### config.mk
export PLATFORM = sky130hd
export DESIGN_NAME = vld_data_pipe
export DESIGN_NICKNAME = d
export VERILOG_FILES = /design/src/rtl/vld_data_pipe.sv
export SDC_FILE = /design/constraint.sdc
export NUM_CORES = 1
export LEC_CHECK = 0
export ABC_CLOCK_PERIOD_IN_PS = 4000
export BUFFER_PORTS_ARGS = -buffer_cell sky130_fd_sc_hd__buf_2
export CAP_MARGIN = 20
export CORE_MARGIN = 4
export CORE_UTILIZATION = 35
export DETAILED_ROUTE_END_ITERATION = 10
export GPL_TIMING_DRIVEN = 0
export PLACE_DENSITY = 0.55
export SLEW_MARGIN = 25
export SYNTH_ARGS = -nofsm -noshare
export SYNTH_HDL_FRONTEND = slang
export SYNTH_SLANG_ARGS = --single-unit
### constraint.sdc
create_clock -name clk -period 4 [get_ports clk]
set_input_delay 0.8 -clock clk [delete_from_list [all_inputs] [get_ports clk]]
set_output_delay 0.8 -clock clk [all_outputs]
set_load 0.02 [all_outputs]
### src/rtl/vld_data_pipe.sv
// Valid/ready register pipeline with per-stage bubble collapse and flush.
// Define VLD_DATA_PIPE_OCC_CNT_EN to build the occupancy counter; otherwise occ_cnt is tied to 0.
module vld_data_pipe #(
  parameter int PIPE_NUM = 4,
  parameter int DATA_W   = 32
) (
  input  logic                          clk,
  input  logic                          rst,
  input  logic                          flush,
  input  logic                          in_vld,
  output logic                          in_rdy,
  input  logic [DATA_W-1:0]             in_data,
  output logic                          out_vld,
  input  logic                          out_rdy,
  output logic [DATA_W-1:0]             out_data,
  output logic [PIPE_NUM-1:0]           vld_d,
  output logic [$clog2(PIPE_NUM+1)-1:0] occ_cnt
);

  logic [PIPE_NUM-1:0] vld_reg;
  logic [PIPE_NUM-1:0] stage_rdy;
  logic [PIPE_NUM-1:0] src_vld;
  logic [DATA_W-1:0]   data_reg [PIPE_NUM];
  logic                in_xfer;

  // A stage can take new content if it is empty or its occupant moves on this cycle.
  always_comb begin
    stage_rdy = '0;
    stage_rdy[PIPE_NUM-1] = ~vld_reg[PIPE_NUM-1] | out_rdy;
    for (int k = PIPE_NUM - 2; k >= 0; k--) begin
      stage_rdy[k] = ~vld_reg[k] | stage_rdy[k+1];
    end
  end

  assign in_rdy  = stage_rdy[0] & ~flush & ~rst;
  assign out_vld = vld_reg[PIPE_NUM-1] & ~rst;
  assign in_xfer = in_vld & in_rdy;

  always_comb begin
    src_vld    = '0;
    src_vld[0] = in_xfer;
    for (int k = 1; k < PIPE_NUM; k++) begin
      src_vld[k] = vld_reg[k-1];
    end
  end

  always_ff @(posedge clk) begin
    if (rst || flush) begin
      vld_reg <= '0;
    end else begin
      for (int k = 0; k < PIPE_NUM; k++) begin
        if (stage_rdy[k]) begin
          vld_reg[k] <= src_vld[k];
        end
      end
    end
  end

  // Payload registers carry no reset and only load real payloads.
  generate
    for (genvar gi = 0; gi < PIPE_NUM; gi++) begin : g_stage
      if (gi == 0) begin : g_head
        always_ff @(posedge clk) begin
          if (!flush && stage_rdy[gi] && src_vld[gi]) begin
            data_reg[gi] <= in_data;
          end
        end
      end else begin : g_body
        always_ff @(posedge clk) begin
          if (!flush && stage_rdy[gi] && src_vld[gi]) begin
            data_reg[gi] <= data_reg[gi-1];
          end
        end
      end
    end
  endgenerate

  assign out_data = data_reg[PIPE_NUM-1];
  assign vld_d    = vld_reg;

`ifdef VLD_DATA_PIPE_OCC_CNT_EN
  localparam int CNT_W = $clog2(PIPE_NUM + 1);
  logic             out_xfer;
  logic [CNT_W-1:0] occ_cnt_reg;

  assign out_xfer = out_vld & out_rdy;

  always_ff @(posedge clk) begin
    if (rst || flush) begin
      occ_cnt_reg <= '0;
    end else if (in_xfer && !out_xfer) begin
      occ_cnt_reg <= occ_cnt_reg + CNT_W'(1);
    end else if (out_xfer && !in_xfer) begin
      occ_cnt_reg <= occ_cnt_reg - CNT_W'(1);
    end
  end

  assign occ_cnt = occ_cnt_reg;
`else
  assign occ_cnt = '0;
`endif

endmodule

==> results of run 1 <==
metrics by stage:
step / setup TNS, ns / utilization / hold WS [ns] / total power, µW / instances
finish: 0 / 0.4668 / 0.4085 / 2970 / 412
global route: 0 / 0.4668 / 0.4164 / 3082 / 412
CTS: 0 / 0.4668 / 0.4119 / 3017 / 412
detailed placement: 0 / 0.4188 / 0.4045 / 1604 / 380
global placement: -101.98 / 0.4065 / 0.4002 / 1599 / 370
floorplan: 0 / - / 0.4003 / 1575 / 153
final timing paths:
path / startpoint / end / cells after the start
worst min-delay path: data_reg[1][17]$_DFFE_PP_ / data_reg[2][17]$_DFFE_PP_ / 0
worst max register to register: vld_d[2]$_SDFFE_PP0P_ / data_reg[1][18]$_DFFE_PP_ / 4
worst max-delay path: flush / in_rdy / 4
worst min register to register: data_reg[1][17]$_DFFE_PP_ / data_reg[2][17]$_DFFE_PP_ / 0
routing by layer:
layer  part of all wire  wire, µm  GRT usage  up-vias
met4              0.028       159    0.06883        0
met1               0.37      2074    0.09274      809
met2               0.55      3045     0.1523       50
li1                   -         -          -      817
met3              0.055       307    0.04439       12
met5                  0         0          0        -
layout by cell type, fill, tap and decap left out, types with 4 or more instances in the layout:
master                      count
sky130_fd_sc_hd__dfxtp_1        4
sky130_fd_sc_hd__buf_6          5
sky130_fd_sc_hd__buf_2         74
sky130_fd_sc_hd__clkbuf_1       7
sky130_fd_sc_hd__edfxtp_1     128
sky130_fd_sc_hd__buf_4          7
sky130_fd_sc_hd__clkbuf_16     17
synth_stat cells:
master / instances
sky130_fd_sc_hd__a31o_1: 1
sky130_fd_sc_hd__edfxtp_1: 128
sky130_fd_sc_hd__nor3b_1: 4
sky130_fd_sc_hd__and4b_4: 1
sky130_fd_sc_hd__conb_1: 1
sky130_fd_sc_hd__nor2b_1: 2
sky130_fd_sc_hd__nor2_1: 1
sky130_fd_sc_hd__and3b_1: 1
sky130_fd_sc_hd__dfxtp_1: 4
sky130_fd_sc_hd__a21boi_1: 2
sky130_fd_sc_hd__buf_4: 3
sky130_fd_sc_hd__o21a_1: 3
worst max-delay path, cell delays in order:
cell and delay [ns]:
sky130_fd_sc_hd__buf_2 0.14, sky130_fd_sc_hd__nor2_1 0.27, sky130_fd_sc_hd__a21boi_1 0.20, sky130_fd_sc_hd__buf_2 0.18
power groups by stage:
stage	clock network [µW]	logic (µW)	registers [µW]
floorplan	0	14.8	1560
global placement	0	37.5	1560
detailed placement	0	44.3	1560
CTS	1440	44.6	1530
global route	1500	48.1	1530
finish	1390	43.6	1530
cell families after synthesis:
| kind of cell | Yosys count | share of synthesized area |
|---|---|---|
| other | 1 | 0.0009225 |
| AO/OA/AOI/OAI | 6 | 0.01139 |
| flip-flops | 132 | 0.9652 |
| AND/OR/NAND/NOR | 9 | 0.01693 |
| buffers and inverters | 3 | 0.005540 |
cell type report:
class / instances / area share
Buffer: 3 / 0.004243
Clock buffer: 27 / 0.09288
Clock inverter: 5 / 0.009901
Multi-Input combinational cell: 18 / 0.02876
Sequential cell: 132 / 0.7393
Tap cell: 143 / 0.03371
Timing Repair Buffer: 84 / 0.09123
==> impl_table.tex, run 1 <==
\begin{tabular}{lr}
\hline
Metric & Value \\
\hline
\multicolumn{2}{l}{\textbf{Status}} \\
\quad Status & complete, no violations \\
\multicolumn{2}{l}{\textbf{CTS}} \\
\quad Hold-fix buffers at CTS & 0 \\
\quad Total CTS buffers & 17 \\
\quad Maximum level of the CTS H-tree & 4 \\
\quad \# resized after CTS & 0 \\
\quad Clock tree from TritonCTS & built \\
\quad Clock latency on the worst-skew pair & about 0.40 ns \\
\quad Clock transition at path regs & 0.05 ns \\
\quad Maximum clock insertion buffer count & 2 \\
\quad Library cell used as clock root buffer & sky130\_fd\_sc\_hd\_\_clkbuf\_16 \\
\quad Buffers inserted during post-CTS setup optimization & 0 \\
\quad Number of sinks handled by clock tree synthesis & 132 \\
\multicolumn{2}{l}{\textbf{Placement}} \\
\quad Minimum setup slack after placement & 1.537 ns \\
\quad Number of port buffers & 74 \\
\quad Final Wtd Congestion & 0.7339 \\
\quad Instance area after placement & roughly 4800 µm² \\
\quad DP Wirelength & 3.817 mm \\
\multicolumn{2}{l}{\textbf{Floorplan}} \\
\quad Core area & 11370 µm² \\
\quad Top-Level Pins & 78 \\
\quad Die area & between 10000 and 15000 µm² \\
\quad Width of the die & 115.8 µm \\
\quad Die Ht & between 100 and 150 µm \\
\quad Starting utilization of the core area & 0.3575 \\
\quad Count of standard-cell rows & 39 \\
\multicolumn{2}{l}{\textbf{Detailed routing}} \\
\quad DRC violation count after routing & 0 \\
\quad Overall via count from detail\_route & between 1500 and 2000 \\
\quad First-pass detailed-route iteration total & 4 \\
\quad Total wire length after detailed routing & 5.587 mm \\
\quad Via-per-instance ratio & between 4 and 5 \\
\quad Routed wirelength normalized by instance count & 13.56 µm \\
\quad DR iter-0 viols & 52 \\
\quad Number of nets still failing antenna checks after routing & 0 \\
\multicolumn{2}{l}{\textbf{Cells and area}} \\
\quad Antenna diodes & 0 \\
\quad NumNets Final & around 290 \\
\quad Area added between synthesis and finish & 30.56\% \\
\quad Sequential cell area & 3924 µm² \\
\quad Fraction of final layout cells sized beyond drive strength 1 & 0.4349 \\
\quad Number of flip-flops under the largest register name & between 100 and 150 \\
\quad Total of fill cells in the finished design & 960 \\
\quad Layout Cell Area excl Fill & 5308 µm² \\
\quad Multi-input gate area in the final layout & between 150 and 200 µm² \\
\multicolumn{2}{l}{\textbf{Critical path}} \\
\quad Crit path arrival time & roughly 1.6 ns \\
\quad Setup slack, reg-to-reg & 2.16 ns \\
\quad Required time worst endpoint & 3.20 ns \\
\quad Category of the worst setup path launch point & input port \\
\quad Category of the critical setup timing path & input port to output port \\
\quad Largest driver fanout on the critical path & 5 \\
\quad Critical Path End Type & output port \\
\multicolumn{2}{l}{\textbf{Timing}} \\
\quad Count of pins over their slew limit & 0 \\
\quad Final clock period utilization by the worst path & 0.5968 \\
\quad Fin crit period & $\sim$2.4 ns \\
\quad Final critical-path setup slack & $\sim$1.6 ns \\
\quad Unrepaired setup endpoints after global routing & false \\
\quad Final Hold Fails & 0 \\
\quad Slew @ Worst Pin & 0.7019 ns \\
\quad Worst Skew & 0.006825 ns \\
\quad Max Clock Freq & 0.4189 GHz \\
\quad Finish-stage setup viols & 0 \\
\quad Max transition margin & 0.5300 \\
\multicolumn{2}{l}{\textbf{Synthesis}} \\
\quad Share of the synthesized area in the top cell type & 0.9455 \\
\quad Number of standard cells after synthesis & approximately 150 \\
\quad Yosys warns & 0 \\
\quad Mapped Area & 4065 µm² \\
\quad Count of cell types in the netlist & 12 \\
\quad Cell type with the largest total area after synthesis & sky130\_fd\_sc\_hd\_\_edfxtp\_1 \\
\quad Total of flip-flops plus latches after synthesis & 132 \\
\quad Most area-consuming cells after synthesis & sky130\_fd\_sc\_hd\_\_edfxtp\_1 (95\%), sky130\_fd\_sc\_hd\_\_dfxtp\_1 (2.0\%), sky130\_fd\_sc\_hd\_\_nor3b\_1 (0.74\%) \\
\quad Proportion of synthesized chip area in sequential cells & 0.9652 \\
\quad Post-synthesis average cell area & 26.92 µm² \\
\multicolumn{2}{l}{\textbf{Power}} \\
\quad Internal cell power & 2450 µW \\
\quad Share of power burned in combinational logic & 0.015 \\
\quad IR drop worst, VDD & 245.8 µV \\
\quad Static power due to leakage & 0.001897 µW \\
\quad Power density of the placed cells & 559.5 nW/µm² \\
\quad Clock group share of total power & 0.469 \\
\quad Share of total power consumed by net switching & 0.1750 \\
\quad Power share of the sequential group & 0.516 \\
\quad Reported net switching power & 519.6 µW \\
\multicolumn{2}{l}{\textbf{Hold path}} \\
\quad Hold WC Path Type & flop to flop \\
\multicolumn{2}{l}{\textbf{Global route}} \\
\quad First-pass GRT wire length & 8.776 mm \\
\quad Overall routing resource usage & 0.09349 \\
\quad Via count of the first global-routing pass & 1783 \\
\quad Antenna violations before repair & 0 \\
\quad Maximum number of pins on one net before global-route repair & 18 \\
\quad Gr ovfl total & 0 \\
\multicolumn{2}{l}{\textbf{Flow run}} \\
\quad Number of maximum-capacitance violations & 0 \\
\hline
\end{tabular}
No activity file was read; power rests on OpenSTA's default activity.
==> run 2: changes to the inputs <==
- ABC_CLOCK_PERIOD_IN_PS: 4000 -> 2200
- PLACE_DENSITY: 0.55 -> 0.53
- clock period: 4 -> 2.2 ns (I/O delays scaled with it)
==> run 2 against run 1 <==
Combinational power grew 83%. Sequential cell count stayed put. Hold slack worse by 0.19 ns. Clock power is 110% higher. Worst setup slack worse by 1.2 ns. Register-to-register slack worse by 1.6 ns. Non-clock buffer count fell by 3. Clock skew shrank 0.0023 ns. Wire length shrank 0.61%. Global-route usage down 0.23 points. Utilization grew 0.63 points. Critical endpoint unchanged.
==> impl_table.tex, run 2 (same netlist as run 1, synthesis figures left out) <==
\begin{tabular}{lr}
\hline
Metric & Value \\
\hline
\multicolumn{2}{l}{\textbf{Flow run}} \\
\quad Number of maximum-capacitance violations & 0 \\
\multicolumn{2}{l}{\textbf{Global route}} \\
\quad Antenna violations before repair & 1 \\
\quad Overall routing resource usage & 0.09115 \\
\quad Via count of the first global-routing pass & 1720 \\
\quad Gr ovfl total & 0 \\
\quad First-pass GRT wire length & 8.659 mm \\
\quad Maximum number of pins on one net before global-route repair & 19 \\
\multicolumn{2}{l}{\textbf{Placement}} \\
\quad Final Wtd Congestion & 0.6980 \\
\quad Number of port buffers & 74 \\
\quad Instance area after placement & about 4800 µm² \\
\quad Minimum setup slack after placement & 0.1320 ns \\
\quad DP Wirelength & about 3.7 mm \\
\multicolumn{2}{l}{\textbf{Hold path}} \\
\quad Hold WC Path Type & input port to flop \\
\quad Hold Path Depth & 1 \\
\quad Min-delay src & in\_data[26] \\
\quad WHS Endpoint & data\_reg[0][26]\$\_DFFE\_PP\_ \\
\multicolumn{2}{l}{\textbf{CTS}} \\
\quad Clock tree from TritonCTS & built \\
\quad Buffers inserted during post-CTS setup optimization & 0 \\
\quad Hold-fix buffers at CTS & 0 \\
\quad Maximum clock insertion buffer count & 2 \\
\quad Number of sinks handled by clock tree synthesis & 132 \\
\quad Clock transition at path regs & 0.05 ns \\
\quad Maximum level of the CTS H-tree & 4 \\
\quad Total CTS buffers & 17 \\
\quad Clock latency on the worst-skew pair & 0.39 ns \\
\quad \# resized after CTS & 0 \\
\quad Library cell used as clock root buffer & sky130\_fd\_sc\_hd\_\_clkbuf\_16 \\
\multicolumn{2}{l}{\textbf{Floorplan}} \\
\quad Die area & $\sim$13000 µm² \\
\quad Die Ht & 115.8 µm \\
\quad Top-Level Pins & 78 \\
\quad Starting utilization of the core area & 0.3575 \\
\quad Width of the die & 115.8 µm \\
\quad Count of standard-cell rows & 39 \\
\quad Core area & around 11000 µm² \\
\multicolumn{2}{l}{\textbf{Detailed routing}} \\
\quad Number of nets still failing antenna checks after routing & 0 \\
\quad Total wire length after detailed routing & 5.553 mm \\
\quad Routed wirelength normalized by instance count & 13.58 µm \\
\quad DR iter-0 viols & 50 \\
\quad Overall via count from detail\_route & 1667 \\
\quad First-pass detailed-route iteration total & 2 \\
\quad DRC violation count after routing & 0 \\
\quad Via-per-instance ratio & roughly 4.1 \\
\multicolumn{2}{l}{\textbf{Timing}} \\
\quad Max Clock Freq & 0.5606 GHz \\
\quad Hold slack & 0.2170 ns \\
\quad Final critical-path setup slack & about 0.42 ns \\
\quad Unrepaired setup endpoints after global routing & false \\
\quad Count of pins over their slew limit & 0 \\
\quad Final clock period utilization by the worst path & 0.8108 \\
\quad Slew @ Worst Pin & 0.5772 ns \\
\quad Fin crit period & between 1.5 and 2 ns \\
\quad Finish-stage setup viols & 0 \\
\quad Final Hold Fails & 0 \\
\quad Max transition margin & 0.6142 \\
\quad Worst Skew & 0.004562 ns \\
\multicolumn{2}{l}{\textbf{Cells and area}} \\
\quad Layout Cell Area excl Fill & 5379 µm² \\
\quad Fraction of final layout cells sized beyond drive strength 1 & 0.4436 \\
\quad Area added between synthesis and finish & 32.32\% \\
\quad Most frequent cells in the layout & sky130\_fd\_sc\_hd\_\_edfxtp\_1 (128), sky130\_fd\_sc\_hd\_\_buf\_2 (74), sky130\_fd\_sc\_hd\_\_clkbuf\_16 (17) \\
\quad Number of flip-flops under the largest register name & 128 \\
\quad NumNets Final & 290 \\
\quad Antenna diodes & 0 \\
\quad Share of the core filled with cells in the final layout & 0.4731 \\
\quad Most common cell after layout, fill and taps aside & sky130\_fd\_sc\_hd\_\_edfxtp\_1 \\
\multicolumn{2}{l}{\textbf{Critical path}} \\
\quad Required time worst endpoint & 1.76 ns \\
\quad Critical Path End Type & output port \\
\quad Maximum cell stage delay along the critical path & about 0.38 ns \\
\quad Largest driver fanout on the critical path & 5 \\
\quad Reg-to-reg critical path startpoint & vld\_d[3]\$\_SDFFE\_PP0P\_ \\
\quad Slowest stage cell on the critical path & sky130\_fd\_sc\_hd\_\_dfxtp\_1 \\
\quad Category of the worst setup path launch point & flop \\
\quad Depth of the worst register-to-register path & 3 \\
\quad Category of the critical setup timing path & flop to output port \\
\quad Crit path arrival time & 1.34 ns \\
\quad Chain of cells forming the critical path & and4b\_4 > a21boi\_1 > buf\_2 \\
\quad Setup slack, reg-to-reg & 0.58 ns \\
\quad Endpoint of the lowest-slack register-to-register path & data\_reg[0][0]\$\_DFFE\_PP\_ \\
\multicolumn{2}{l}{\textbf{Power}} \\
\quad Static power due to leakage & 0.001909 µW \\
\quad Power density of the placed cells & 1063 nW/µm² \\
\quad Total power & 5718 µW \\
\quad IR drop worst, VDD & 377.5 µV \\
\multicolumn{2}{l}{\textbf{Status}} \\
\quad Status & complete, no violations \\
\hline
\end{tabular}
[run 2: changes by cell type in the layout (fill, tap and decap cells not counted)]
cell	delta
sky130_fd_sc_hd__clkbuf_1	-6
sky130_fd_sc_hd__buf_4	-4
sky130_fd_sc_hd__bufinv_16	+3
sky130_fd_sc_hd__clkbuf_8	-3
sky130_fd_sc_hd__nor3b_2	-3
sky130_fd_sc_hd__nor3b_4	+3
sky130_fd_sc_hd__clkinv_1	+2
sky130_fd_sc_hd__inv_6	+2
sky130_fd_sc_hd__buf_8	+1
sky130_fd_sc_hd__clkinv_4	+1
sky130_fd_sc_hd__clkinvlp_4	+1
[run 2: critical path: cells and delay by family (launching register included)]
family,cells,cell delay [ns]
simple gates,1,0.32
buf+inv,1,0.17
flops,1,0.38
compound gates,1,0.08
[run 2: final cells by class]
type                            count  area [µm²]
Clock inverter                     14       183.9
Fill cell                         955        5991
Buffer                              3       22.52
Sequential cell                   132        3924
Clock buffer                       18       429.2
Multi-Input combinational cell     18       171.4
Timing Repair Buffer               81       469.2
Tap cell                          143       178.9
[run 2: power by group]
| part | internal (µW) | switching (µW) |
|---|---|---|
| Clock | 1890 | 965 |
| Sequential | 2780 | 8.10 |
| Combinational | 38.8 | 40.9 |
[run 2: worst max path at each step]
stage	from	to	slack, ns
4_1_cts	vld_d[2]$_SDFFE_PP0P_	in_rdy	0.39
3_5_place_dp	flush	data_reg[0][14]$_DFFE_PP_	0.13
2_1_floorplan	flush	data_reg[0][0]$_DFFE_PP_	0.17
5_1_grt	vld_d[2]$_SDFFE_PP0P_	in_rdy	0.33
6_report	vld_d[2]$_SDFFE_PP0P_	in_rdy	0.42
3_3_place_gp	flush	data_reg[0][24]$_DFFE_PP_	-0.49
[run 2: stage by stage]
stage                     instances  setup TNS, ns
after floorplan                 153              0
after global placement          370         -37.02
after detailed placement        377              0
after CTS                       409              0
after global routing            409              0
final                           409              0
[run 2: per-layer routing]
layer	up-vias	track usage	wire length [µm]
met5	-	0	13
met4	2	0.06497	127
met3	11	0.03655	321
li1	811	-	-
met2	48	0.1427	2987
met1	795	0.1012	2103
